==> src/rtl/hilo_pkg.sv <==
// Shared definitions for the HI/LO multiply/divide unit: FSM states, default width,
// and the quotient returned for a zero divisor.
package hilo_pkg;

    typedef enum logic {
        ST_IDLE,
        ST_DIVIDE
    } state_e;

    localparam int unsigned HILO_WIDTH = 32;

    // Wide enough for any supported WIDTH; consumers slice the low WIDTH bits.
    localparam logic [63:0] DIV_ZERO_QUOT = '1;

endpackage

==> src/rtl/div_step.sv <==
// One combinational restoring-division step: shift the next dividend bit into the
// partial remainder, trial-subtract the divisor, and record the quotient bit.
module div_step #(
    parameter int unsigned WIDTH = 32
) (
    input  logic [WIDTH-1:0] rem_in,
    input  logic [WIDTH-1:0] quot_in,
    input  logic [WIDTH-1:0] divisor,
    output logic [WIDTH-1:0] rem_out,
    output logic [WIDTH-1:0] quot_out
);

    logic [WIDTH:0] shifted;
    logic           fits;

    always_comb begin
        shifted  = {rem_in, quot_in[WIDTH-1]};
        fits     = shifted >= {1'b0, divisor};
        quot_out = {quot_in[WIDTH-2:0], fits};
        // The partial remainder stays below the divisor, so WIDTH bits always hold it.
        rem_out  = fits ? WIDTH'(shifted - {1'b0, divisor}) : shifted[WIDTH-1:0];
    end

endmodule

==> src/rtl/hilo_muldiv.sv <==
// MIPS HI/LO register pair with MULT capture, MTHI/MTLO writes and an iterative DIV/DIVU.
// Define HILO_BYPASS_EN to forward the current cycle's pending write onto hi/lo.
import hilo_pkg::*;

module hilo_muldiv #(
    parameter int unsigned WIDTH = HILO_WIDTH
) (
    input  logic             clk,
    input  logic             reset,
    input  logic [WIDTH-1:0] alu_hi,
    input  logic [WIDTH-1:0] alu_lo,
    input  logic             mult_wr,
    input  logic             div_start,
    input  logic             div_signed,
    input  logic [WIDTH-1:0] dividend,
    input  logic [WIDTH-1:0] divisor,
    input  logic             mthi,
    input  logic             mtlo,
    input  logic [WIDTH-1:0] wr_data,
    output logic [WIDTH-1:0] hi,
    output logic [WIDTH-1:0] lo,
    output logic             busy,
    output logic             div_by_zero
);

    localparam int unsigned CW = $clog2(WIDTH);

    state_e           state_q;
    logic             busy_q;
    logic             dz_pulse_q;
    logic [CW-1:0]    cnt_q;
    logic [WIDTH-1:0] hi_q, lo_q;
    logic [WIDTH-1:0] rem_q, quot_q, dvsr_q, dividend_q;
    logic             negq_q, negr_q, dzero_q;

    logic [WIDTH-1:0] rem_d, quot_d;
    logic [WIDTH-1:0] q_fix, r_fix;
    logic [WIDTH-1:0] a_mag, b_mag;
    logic             a_neg, b_neg;

    div_step #(.WIDTH(WIDTH)) u_step (
        .rem_in   (rem_q),
        .quot_in  (quot_q),
        .divisor  (dvsr_q),
        .rem_out  (rem_d),
        .quot_out (quot_d)
    );

    always_comb begin
        a_neg = div_signed & dividend[WIDTH-1];
        b_neg = div_signed & divisor[WIDTH-1];
        a_mag = a_neg ? -dividend : dividend;
        b_mag = b_neg ? -divisor : divisor;
        q_fix = negq_q ? -quot_d : quot_d;
        r_fix = negr_q ? -rem_d : rem_d;
    end

    always_ff @(posedge clk) begin
        if (reset) begin
            state_q    <= ST_IDLE;
            busy_q     <= 1'b0;
            dz_pulse_q <= 1'b0;
            cnt_q      <= '0;
            hi_q       <= '0;
            lo_q       <= '0;
            rem_q      <= '0;
            quot_q     <= '0;
            dvsr_q     <= '0;
            dividend_q <= '0;
            negq_q     <= 1'b0;
            negr_q     <= 1'b0;
            dzero_q    <= 1'b0;
        end else begin
            dz_pulse_q <= 1'b0;
            // Any architectural write abandons an in-flight division.
            if (mult_wr) begin
                hi_q    <= alu_hi;
                lo_q    <= alu_lo;
                state_q <= ST_IDLE;
                busy_q  <= 1'b0;
            end else if (mthi || mtlo) begin
                if (mthi) hi_q <= wr_data;
                if (mtlo) lo_q <= wr_data;
                state_q <= ST_IDLE;
                busy_q  <= 1'b0;
            end else begin
                case (state_q)
                    ST_IDLE: begin
                        if (div_start) begin
                            rem_q      <= '0;
                            quot_q     <= a_mag;
                            dvsr_q     <= b_mag;
                            dividend_q <= dividend;
                            negq_q     <= a_neg ^ b_neg;
                            negr_q     <= a_neg;
                            dzero_q    <= (divisor == '0);
                            cnt_q      <= CW'(WIDTH - 1);
                            state_q    <= ST_DIVIDE;
                            busy_q     <= 1'b1;
                        end
                    end
                    ST_DIVIDE: begin
                        rem_q  <= rem_d;
                        quot_q <= quot_d;
                        cnt_q  <= cnt_q - 1'b1;
                        if (cnt_q == '0) begin
                            if (dzero_q) begin
                                lo_q <= DIV_ZERO_QUOT[WIDTH-1:0];
                                hi_q <= dividend_q;
                            end else begin
                                lo_q <= q_fix;
                                hi_q <= r_fix;
                            end
                            dz_pulse_q <= dzero_q;
                            state_q    <= ST_IDLE;
                            busy_q     <= 1'b0;
                        end
                    end
                    default: begin
                        state_q <= ST_IDLE;
                        busy_q  <= 1'b0;
                    end
                endcase
            end
        end
    end

`ifdef HILO_BYPASS_EN
    always_comb begin
        hi = hi_q;
        lo = lo_q;
        if (mult_wr) begin
            hi = alu_hi;
            lo = alu_lo;
        end else begin
            if (mthi) hi = wr_data;
            if (mtlo) lo = wr_data;
        end
    end
`else
    assign hi = hi_q;
    assign lo = lo_q;
`endif

    assign busy        = busy_q;
    assign div_by_zero = dz_pulse_q;

endmodule

==> config.mk <==
export PLATFORM = sky130hd
export DESIGN_NAME = hilo_muldiv
export DESIGN_NICKNAME = d
export VERILOG_FILES = /design/src/rtl/hilo_pkg.sv /design/src/rtl/div_step.sv /design/src/rtl/hilo_muldiv.sv
export SDC_FILE = /design/constraint.sdc
export NUM_CORES = 1
export LEC_CHECK = 0
export BUFFER_PORTS_ARGS = -buffer_cell sky130_fd_sc_hd__buf_4
export CORE_UTILIZATION = 34
export DETAILED_ROUTE_END_ITERATION = 8
export PLACE_DENSITY = 0.54
export SLEW_MARGIN = 20
export SYNTH_ARGS = -nofsm -noshare
export SYNTH_HDL_FRONTEND = slang
export SYNTH_HIERARCHICAL = 1
export SYNTH_SLANG_ARGS = --single-unit
==> constraint.sdc <==
create_clock -name clk -period 10.3 [get_ports clk]
set_input_delay 1.545 -clock clk [delete_from_list [all_inputs] [get_ports clk]]
set_output_delay 1.545 -clock clk [all_outputs]
set_load 0.03 [all_outputs]
== Word-level counts from Yosys, hierarchy flattened ==
Cells that the tools add are included.
Storage, ports and cells
  output and inout bits: 66
  input port bits: 167
  flip-flop bits (word level): 203
Cells by class
  reductions and logical operators: 12
  add/subtract/negate cells: 6
  $lt $le $gt $ge: 1
  eq/ne operators: 4
  mux-type cells: 29
  bitwise logic cells: 7
Operators by type and width (number)
  2-to-1 mux 32 bit: 19
  negation 32 bit: 4
  case mux 32 bit (2 select lines): 2
  greater-or-equal comparator 33 x 32 -> 1 bit: 1
  logical NOT 32 bit: 1
  subtractor 32 bit: 1
  case mux 5 bit (2 select lines): 1
  AND reduction 3 bit: 3
  inequality test 3 bit, second input constant: 2
  nonzero test 3 bit: 2
  logical NOT 5 bit: 1
  2-to-1 mux 5 bit: 1
  OR reduction 5 bit: 1
  subtractor 5 x 1 -> 5 bit, second input constant: 1
  2-to-1 mux 1 bit: 4
  NOT 1 bit: 4
  case mux 1 bit (2 select lines): 2
  AND reduction 4 bit: 1
  OR reduction 3 bit: 1
  AND 1 bit: 2
  inequality test 2 x 1 -> 1 bit, second input constant: 1
  inequality test 2 bit, second input constant: 1
  AND reduction 2 bit: 1
  logical OR 1 bit: 1
  XOR 1 bit: 1

== Logic depth before layout (Yosys ltp) ==
Gate-level depths: netlist of the first run.
  depth after elaboration: 9
  gate-level depth with buffers: 21

== Hierarchy ==
Netlist of the first run, hierarchy kept.
By module, submodules not included
  hilo_muldiv: times used 1, cells an instance 1573, seq. area each 4063.9 sq um, area each 12333.1 sq um
  div_step: times used 1, cells an instance 339, seq. area each 0.0 sq um, area each 2464.9 sq um

== Worst setup path before layout of the first run ==
Ideal clock, no wire load.
  path type: register -> register
  start point: reg dvsr_q[1]
  end point: reg hi_q[31], in the netlist hi[31]
  setup slack: 5.910 ns
  buffers on the path: 3
  stages on the path, launching flop included: 20
  clock period less this slack: 4.390 ns
  arrival time: 4.328 ns
  setup time: 0.062 ns
  cells stage by stage: dfxtp_1 > inv_1 > ha_1 > nor2b_1 > o31a_1 > o31ai_1 > nand4_1 > nand2_1 > o21ai_1 > a31oi_1 > o21ai_2 > buf_4 > mux2_1 > or3_1 > buf_6 > or4_4 > buf_6 > o41ai_4 > mux2_4 > nand3_2
On the way
  word-level cells in the longest chain between the ends: 9
  elaborated cells on any way between the ends: 10
Ends and longest elaborated chain
  start, declared: RTL line hilo_muldiv.sv:33  | logic [WIDTH-1:0] rem_q, quot_q, dvsr_q, dividend_q;
  start signal, assigned: RTL line hilo_muldiv.sv:92  | dvsr_q <= b_mag;
  subtractor 32 bit or greater-or-equal comparator 33 x 32 -> 1 bit (tied branches): RTL line div_step.sv:21, div_step.sv:18
  2-to-1 mux 32 bit *: RTL line div_step.sv:21  | rem_out = fits ? WIDTH'(shifted - {1'b0, divisor}) : shifted[WIDTH-1:0];
  named net rem_d[8]: RTL line hilo_muldiv.sv:36  | logic [WIDTH-1:0] rem_d, quot_d;
  negation 32 bit *: RTL line hilo_muldiv.sv:55  | r_fix = negr_q ? -rem_d : rem_d;
  2-to-1 mux 32 bit *: RTL line hilo_muldiv.sv:55
  2-to-1 mux 32 bit *: RTL line hilo_muldiv.sv:107  | if (dzero_q) begin
  2-to-1 mux 32 bit *: RTL line hilo_muldiv.sv:106  | if (cnt_q == '0) begin
  2-to-1 mux 32 bit *: RTL line hilo_muldiv.sv:87  | case (state_q)
  2-to-1 mux 32 bit *: RTL line hilo_muldiv.sv:81  | end else if (mthi || mtlo) begin
  2-to-1 mux 32 bit *: RTL line hilo_muldiv.sv:76  | if (mult_wr) begin
  end signal, assigned: RTL line hilo_muldiv.sv:77  | hi_q <= alu_hi;
  end signal, assigned: RTL line hilo_muldiv.sv:82  | if (mthi) hi_q <= wr_data;
  end signal, assigned: RTL line hilo_muldiv.sv:109  | hi_q <= dividend_q;
  end, declared: RTL line hilo_muldiv.sv:32  | logic [WIDTH-1:0] hi_q, lo_q;
Mark *: on every way through the listed nets, which the timed path passes. The rest lies on a longest branch. The select of a mux whose other input is x is not followed.
A chain may end at the register's enable or synchronous reset.

== Final worst setup path of the first run ==
  start point: reg dvsr_q[7]
  end point: reg hi_q[28], in the netlist hi[28]
On the way
  word-level cells in the longest chain between the ends: 9
  elaborated cells on any way between the ends: 10
Ends and longest elaborated chain
  greater-or-equal comparator 33 x 32 -> 1 bit: RTL line div_step.sv:18  | fits = shifted >= {1'b0, divisor};
  named net quot_d[0]: RTL line hilo_muldiv.sv:36
  2-to-1 mux 32 bit: RTL line div_step.sv:21
  named net rem_d[2]: RTL line hilo_muldiv.sv:36
  negation 32 bit: RTL line hilo_muldiv.sv:55
  2-to-1 mux 32 bit: RTL line hilo_muldiv.sv:55
  2-to-1 mux 32 bit: RTL line hilo_muldiv.sv:107
  2-to-1 mux 32 bit: RTL line hilo_muldiv.sv:106
  2-to-1 mux 32 bit: RTL line hilo_muldiv.sv:87
  2-to-1 mux 32 bit: RTL line hilo_muldiv.sv:81
  2-to-1 mux 32 bit: RTL line hilo_muldiv.sv:76
The timed path passes the listed nets, and every way through them passes these cells. The select of a mux whose other input is x is not followed.

==> reports/results.ini, run 1 <==
[cells_and_area]
area_delta_synth_final_pct=18.4
finalNetCount=2220
design_area_um2=17500
fillCellCount=4556
drive_gt1_frac=0.180

[clock_tree]
post_cts_buffers=0
clockRootBuffer=clkbuf_16
clk_pin_slew_ns=0.07
cts_tree=done
cts_made_buffers=26
post_cts_resize_count=0
cts_max_level=1
clock_latency_ns=0.57
cts_hold_buf=0
cts.path.max_buffers=3
clkSinkCount=203

[timing]
worst_pin_slew_ns=0.995
hold_viol=0
slew_viol_final=0
setup_violations=0
rsz0062_at_grt=false
fin_crit_ns=5.54
clock.fmax_mhz=181
setup_ws_ns=4.76
fin_setup_tns_ns=0
fin_skew_ns=0.0331
period_share=0.537
slew-limit-headroom=0.336

[yosys]
netlist_instances=1912
yosysTopAreaCellShare=0.275
synth-main-ff-cell=dfxtp_1
synth_edf_count=0
avgSynthCellArea_um2=7.74
ys.warnings.count=6
synth_area_leaders=dfxtp_1 (27%), nand2_1 (4.5%), nor2_1 (4.4%)
yosys.area.top_type=dfxtp_1
synth-seq-cells=203
synth.net_count=2118
synth_cell_types=94
async_flop_share=0
netlist_area_um2=14800
synth_sequential_area_ratio=0.275

[hold_path]
hold_path_end=lo[26]
min_from=lo[26]
hold_path.class=reg2reg
hold_depth=2

[setup_path]
r2r-start=dvsr_q[7]
cp-start-kind=flip-flop
required_ns=10.76
crit_fanout=23
critical_path_arrival_ns=6.00
cp-startpoint=dvsr_q[7]
reg2reg_depth=17
timing.rr.end=hi[28]
reg2reg_slack_ns=4.76
crit_type=reg2reg
crit_path_end_kind=flip-flop

[routing]
drtIter0Drc=1798
dr_total_vias=15900
ant_nets=0
dr.pass1.iters=7
drc=0
post_drt_wl_per_cell_um=24.4
routed_wirelength_um=64000
via_per_inst=6.06

[die]
io_pins=233
start_util=0.344
core_um2=43000
die_width_um=211
die_area_um2=44400
die_h_um=211
rows=76

[power]
total_power_w=0.00264
power.switching_w=0.000957
p_int_w=0.00168
power_frac_comb=0.316
netSwitchingFraction=0.363
ir_drop_mv=0.105
p_leak_nw=6.71
clock_power_share=0.360
seq_power_share=0.324
powerDensity_nw_per_um2=150

[placed_design]
place.gp.congestion=0.957
dpl_cell_area_um2=16600
dpl.hpwl_um=47700
port_buffers=232
pre_cts_slack_ns=4.85

[grt]
grt_overflow=0
grt_pass1_vias=14900
grt_max_degree=85
antenna_found_initial=1
grt_use_met2=0.409
grt.busiest_layer=met2
grt_pass1_wl_um=94200
met1_usage=0.394
grtUsageTotal=0.278
grt_use_met3=0.0751

[status]
outcome=finished clean

[job]
drv_cap=0

==> worst max path at each step <==
stage                     cells after the start  endpoint  slack (ns)
after detailed placement                     17    hi[28]        4.85
final                                        17    hi[28]        4.76
after global placement                       17    hi[28]        4.93
after global routing                         17    hi[28]        4.46
after floorplan                              19    hi[31]        5.91
after CTS                                    17    hi[28]        4.82
==> kinds of logic after synthesis <==
kind of cell,Yosys count,share of synthesized area
AOI/OAI and AO/OA,625,0.300
and+or+nand+nor,642,0.217
xor gates and xnor gates,102,0.0604
buffers and inverters,247,0.0736
DFF,203,0.275
adders and majority gates,39,0.0335
muxes,54,0.0403
==> cell type report <==
type                       count  area, um2  share of cell area
multi-input combinational   1462       9690               0.553
sequential                   203       4070               0.232
timing repair buffer         255       1910               0.109
clock buffer                  40        773              0.0441
tap                          585        732              0.0418
inverter                      66        248              0.0141
clock inverter                 6       93.8             0.00536
antenna                        1       2.50            0.000143
==> cells in the final DEF (no fill, tap or decap), types with 23 or more instances in the layout <==
cell type,count
ha_1,38
nand2b_1,24
xor2_1,56
nor4_1,30
xnor2_1,46
nor3_1,49
a21o_1,25
clkbuf_16,26
dfxtp_1,202
inv_1,64
o21ai_0,90
nand3_1,35
mux2_1,24
o211ai_1,23
nor2_1,171
o31ai_1,24
a21oi_1,124
buf_4,255
a22oi_1,39
a31oi_1,32
o41ai_1,33
a211oi_1,46
or3_1,37
nand2_1,178
==> worst max-delay path, cell delays in order (launching register included) <==
cell,delay [ns]
dfxtp_1,0.33
inv_1,0.05
ha_1,0.38
nand4_1,0.21
nor3_1,0.22
o31ai_1,0.13
nand4_1,0.11
nand2_1,0.06
o21ai_1,0.28
a31oi_1,0.18
o21ai_4,0.53
buf_4,0.43
mux2_1,0.44
or4b_1,0.68
nor3_1,0.72
a311o_1,0.29
a211oi_1,0.08
a211o_1,0.29
==> sequential cells by signal, summed over array words and instances, names as in the netlist <==
name / cells
cnt_q: 5
dvsr_q: 32
hi: 32
state_q: 1
lo: 32
busy: 1
negr_q: 1
rem_q: 32
dividend_q: 32
div_by_zero: 1
dzero_q: 1
quot_q: 32
negq_q: 1
==> power groups by stage <==
stage	Clock, W	Combinational (W)	Sequential [W]
finish	0.000948	0.000834	0.000854
global route	0.000991	0.000885	0.000856
CTS	0.000957	0.000816	0.000852
detailed placement	0	0.000812	0.000869
global placement	0	0.000811	0.000869
floorplan	0	0.000514	0.000891
==> layer usage <==
layer / wire length (um) / share of wire
met4: 1880 / 0.029
met5: 0 / 0
met1: 28800 / 0.45
met2: 26700 / 0.42
met3: 6630 / 0.10
==> synth_stat cells (32+ instances only) <==
cell	n
a211oi_1	46
a21oi_1	124
a22oi_1	39
a31oi_1	32
buf_4	36
clkbuf_1	124
dfxtp_1	203
ha_1	38
inv_1	65
nand2_1	178
nand3_1	36
nor2_1	174
nor3_1	51
o21ai_0	90
o41ai_1	33
or3_1	37
xnor2_1	46
xor2_1	56
==> stage by stage <==
step / hold WS, ns / cells / util
floorplan: 0.431 / 1912 / -
CTS: 0.451 / 2617 / 0.408
global placement: 0.439 / 2571 / 0.387
finish: 0.449 / 2618 / 0.408
global route: 0.468 / 2618 / 0.408
detailed placement: 0.443 / 2571 / 0.387
No activity file was read; power rests on OpenSTA's default activity.
==> run 2: changes to the inputs <==
- clock period: 10.3 -> 5.7 ns (I/O delays scaled with it)
==> reports/results.ini, run 2 (synthesized netlist as in run 1, its figures left out) <==
[die]
die_h_um=211
start_util=0.344
rows=76
core_um2=43000
io_pins=233
die_area_um2=44400
die_width_um=211

[timing]
slew_viol_final=0
fin_skew_ns=0.0391
fin_setup_tns_ns=0
hold_viol=0
setup_ws_ns=0.457
slew-limit-headroom=0.322
worst_pin_slew_ns=1.02
period_share=0.920
clock.fmax_mhz=191
fin_crit_ns=5.24
rsz0062_at_grt=false
setup_violations=0

[setup_path]
critical_path_arrival_ns=5.65
cp-start-kind=flip-flop
required_ns=6.11
crit_path_end_kind=flip-flop
reg2reg_depth=18
cp-startpoint=dvsr_q[7]
crit_type=reg2reg
reg2reg_slack_ns=0.46
crit_fanout=24
r2r-start=dvsr_q[7]
timing.rr.end=hi[30]
cp-endpoint=hi[30]

[clock_tree]
clock_latency_ns=0.57
post_cts_buffers=0
cts_max_level=1
cts_tree=done
cts_made_buffers=26
post_cts_resize_count=0
clockRootBuffer=clkbuf_16
clk_pin_slew_ns=0.06
cts_hold_buf=0
clkSinkCount=203
cts.path.max_buffers=3

[power]
p_int_w=0.00310
power.switching_w=0.00172
power_frac_comb=0.317
netSwitchingFraction=0.357
seq_power_share=0.320
p_leak_nw=6.78
ir_drop_mv=0.190
clock_power_share=0.364
powerDensity_nw_per_um2=273

[routing]
drtIter0Drc=1743
ant_nets=0
routed_wirelength_um=63200
dr.pass1.iters=6
drc=0
dr_total_vias=15700
via_per_inst=5.98
post_drt_wl_per_cell_um=24.0

[cells_and_area]
drive_gt1_frac=0.185
multi_input_area_um2=9690
seq_area_um2=4070
finalNetCount=2228
fillCellCount=4505
area_delta_synth_final_pct=19.3
final_cell_mix=buf_4 (261), dfxtp_1 (202), nand2_1 (178), nor2_1 (171), a21oi_1 (124)
mostFrequentLayoutCell=buf_4

[grt]
grt_pass1_vias=14400
antenna_found_initial=2
grt_pass1_wl_um=93700
grt_overflow=0
grt_max_degree=139
grtUsageTotal=0.276

[placed_design]
port_buffers=232
place.gp.congestion=0.967
dpl.hpwl_um=47300
pre_cts_slack_ns=0.500

[hold_path]
hold_path.class=reg2reg

[job]
drv_cap=0

[status]
outcome=finished clean

run 2: cell types whose count changed in the layout (fill, tap and decap cells not counted):
cell	change
buf_12	+2
buf_4	+6
diode_2	+2
bufinv_16	+1
clkinv_2	+3
clkbuf_1	-3
run 2: final cells by class:
cell class,count,area share
antenna,3,0.000425
tap,585,0.0415
clock inverter,10,0.00787
multi-input combinational,1462,0.549
clock buffer,37,0.0432
timing repair buffer,263,0.113
sequential,203,0.230
inverter,66,0.0140
run 2: metal layers:
layer  vias to the layer above  part of all wire  track usage
met1                      7580              0.47        0.417
met4                         0             0.026       0.0812
met5                         -                 0            0
met3                        81             0.084       0.0391
met2                       727              0.42        0.398
li1                       7341                 -            -
run 2: per-stage QoR:
| stage | power (W) | hold WS (ns) | utilization | std cells | instance area, um2 |
|---|---|---|---|---|---|
| after floorplan | 0.00254 | 0.431 | - | 1912 | 14800 |
| after detailed placement | 0.00306 | 0.445 | 0.389 | 2579 | 16700 |
| after global routing | 0.00501 | 0.465 | 0.411 | 2628 | 17600 |
| final | 0.00483 | 0.456 | 0.411 | 2629 | 17600 |
| after CTS | 0.00481 | 0.453 | 0.410 | 2626 | 17600 |
| after global placement | 0.00305 | 0.443 | 0.389 | 2579 | 16700 |
run 2: critical path, stage by stage, from the launching register on:
cell	delay (ns)
dfxtp_1	0.33
inv_1	0.04
ha_1	0.40
nand4_1	0.21
nor3_1	0.21
o31ai_1	0.11
nand4_1	0.10
nand2_1	0.08
o21ai_1	0.26
a31oi_1	0.17
o21ai_4	0.73
mux2i_1	0.28
inv_1	0.14
ha_1	0.21
or4b_1	0.60
or3_4	0.45
or4b_1	0.50
a32oi_1	0.20
o22ai_1	0.09
run 2: power groups by stage:
stage               Sequential (W)  Clock [W]  Combinational, W
finish                     0.00154    0.00176           0.00153
global placement           0.00157          0           0.00148
CTS                        0.00154    0.00178           0.00150
detailed placement         0.00157          0           0.00149
global route               0.00155    0.00184           0.00162
floorplan                  0.00161          0          0.000928
run 2: worst min path at each step:
stage	start	end	slack [ns]	cells after the start
after floorplan	dividend_q[14]	dividend_q[14]	0.43	2
after global placement	dividend_q[14]	dividend_q[14]	0.44	2
after detailed placement	dividend_q[14]	dividend_q[14]	0.44	2
after CTS	dividend_q[14]	dividend_q[14]	0.45	2
after global routing	lo[26]	lo[26]	0.47	2
final	lo[7]	lo[7]	0.46	2
==> run 3: changes to the inputs <==
- clock period: 5.7 -> 4.9 ns (I/O delays scaled with it)
==> reports/results.ini, run 3 (synthesized netlist as in run 1, its figures left out) <==
[cells_and_area]
seq_area_um2=4070
finalNetCount=2282
mostFrequentLayoutCell=buf_4
final_util=0.420
final_cell_mix=buf_4 (315), dfxtp_1 (202), nand2_1 (178), nor2_1 (171), a21oi_1 (124)
design_area_um2=18100
drive_gt1_frac=0.206
area_delta_synth_final_pct=22.1
fillCellCount=4558
final_cells=2679
multi_input_area_um2=9710
antennaDiodeCount=0

[timing]
rsz0062_at_grt=false
worst_pin_slew_ns=1.05
hold_ws_ns=0.417
hold_viol=0
setup_violations=0
clock.fmax_mhz=215
fin_skew_ns=0.0393
period_share=0.950
fin_crit_ns=4.66
slew-limit-headroom=0.298
slew_viol_final=0
fin_setup_tns_ns=0

[grt]
grt_max_degree=90
grt_pass1_wl_um=94400
grt_pass1_vias=14800
antenna_found_initial=0
grt_overflow=0
grtUsageTotal=0.277

[clock_tree]
clkSinkCount=203
cts.path.max_buffers=3
cts_max_level=1
cts_hold_buf=0
clk_pin_slew_ns=0.06
clock_latency_ns=0.58
cts_made_buffers=26
cts_tree=done
clockRootBuffer=clkbuf_16

[hold_path]
hold_path.class=in2reg
hold_depth=3

[die]
die_h_um=211
start_util=0.344
die_width_um=211
core_um2=43000
rows=76
io_pins=233
die_area_um2=44400

[power]
p_int_w=0.00378
seq_power_share=0.307
power_frac_comb=0.342
p_leak_nw=7.04
netSwitchingFraction=0.352
ir_drop_mv=0.213
clock_power_share=0.351
powerDensity_nw_per_um2=323
power.switching_w=0.00206

[setup_path]
critical_path_arrival_ns=5.14
r2r-start=dvsr_q[7]
timing.rr.end=hi[31]
reg2reg_slack_ns=0.24
cp-start-kind=flip-flop
crit_type=reg2reg
cp-startpoint=dvsr_q[7]
reg2reg_depth=17
crit_path_end_kind=flip-flop
cp-endpoint=hi[31]
crit_fanout=17
required_ns=5.39

[job]
drv_cap=0

[routing]
routed_wirelength_um=63600
drtIter0Drc=1705
dr_total_vias=16000
drc=0
post_drt_wl_per_cell_um=23.7
via_per_inst=5.97
ant_nets=0
dr.pass1.iters=6

[placed_design]
port_buffers=232
dpl.hpwl_um=48600
dpl_cell_area_um2=17100
place.gp.congestion=0.971
placed_cells=2633

[status]
outcome=finished clean

-- run 3: cell count changes in the layout (fill, tap and decap cells not counted), sizes merged --
cell / before / now
buf: 263 / 317
clkinv: 7 / 3
clkinvlp: 1 / 4
diode: 3 / 0
-- run 3: through the flow --
step,total power (W),setup WS (ns)
final,0.00584,0.244
after detailed placement,0.00378,0.221
after CTS,0.00582,0.199
after global placement,0.00377,0.265
after floorplan,0.00295,0.510
after global routing,0.00606,0.0280
-- run 3: layout make-up --
cell class | instances | share of cell area
clock buffers | 37 | 0.0422
clock inverters | 9 | 0.00783
inverters | 66 | 0.0137
multi-input cells | 1462 | 0.538
flip-flops and latches | 203 | 0.225
well taps | 585 | 0.0405
repair buffers | 317 | 0.133
-- run 3: power groups by stage --
stage	Sequential (W)	Combinational [W]	Clock, W
detailed placement	0.00183	0.00195	0
finish	0.00179	0.00199	0.00205
global placement	0.00182	0.00194	0
CTS	0.00179	0.00196	0.00207
global route	0.00180	0.00212	0.00214
floorplan	0.00187	0.00108	0
-- run 3: timing repair --
action	4_1_cts	5_1_grt
hold endpoints to repair	0	0
endpoints found under the setup margin	0	13
resized for setup	0	5
buffers inserted	0	0
-- run 3: worst min-delay path by stage --
stage                   startpoint  slack [ns]             end
floorplan           dividend_q[14]        0.43  dividend_q[14]
CTS                      alu_hi[9]        0.40           hi[9]
detailed placement   dividend_q[7]        0.44   dividend_q[7]
global route            alu_hi[13]        0.42          hi[13]
finish                   alu_hi[9]        0.42           hi[9]
global placement    dividend_q[14]        0.44  dividend_q[14]
-- run 3: per-layer routing --
layer | GRT usage | share of wire
met5 | 0 | 0
met1 | 0.415 | 0.47
met2 | 0.410 | 0.42
met3 | 0.0406 | 0.087
met4 | 0.0720 | 0.022
-- run 3: worst max-delay path, cell delays in order (launching register included) --
cell and delay [ns]:
dfxtp_1 0.32, inv_1 0.05, ha_1 0.41, nand4_1 0.23, nor3_1 0.23, o31ai_1 0.13, nand4_1 0.11, nand2_1 0.11
o21ai_2 0.23, a31oi_1 0.15, o21ai_4 0.19, buf_12 0.18, mux2_1 0.35, or3_1 0.47, or4_4 0.67, o41ai_4 0.37
mux2_4 0.33, nand3_2 0.06
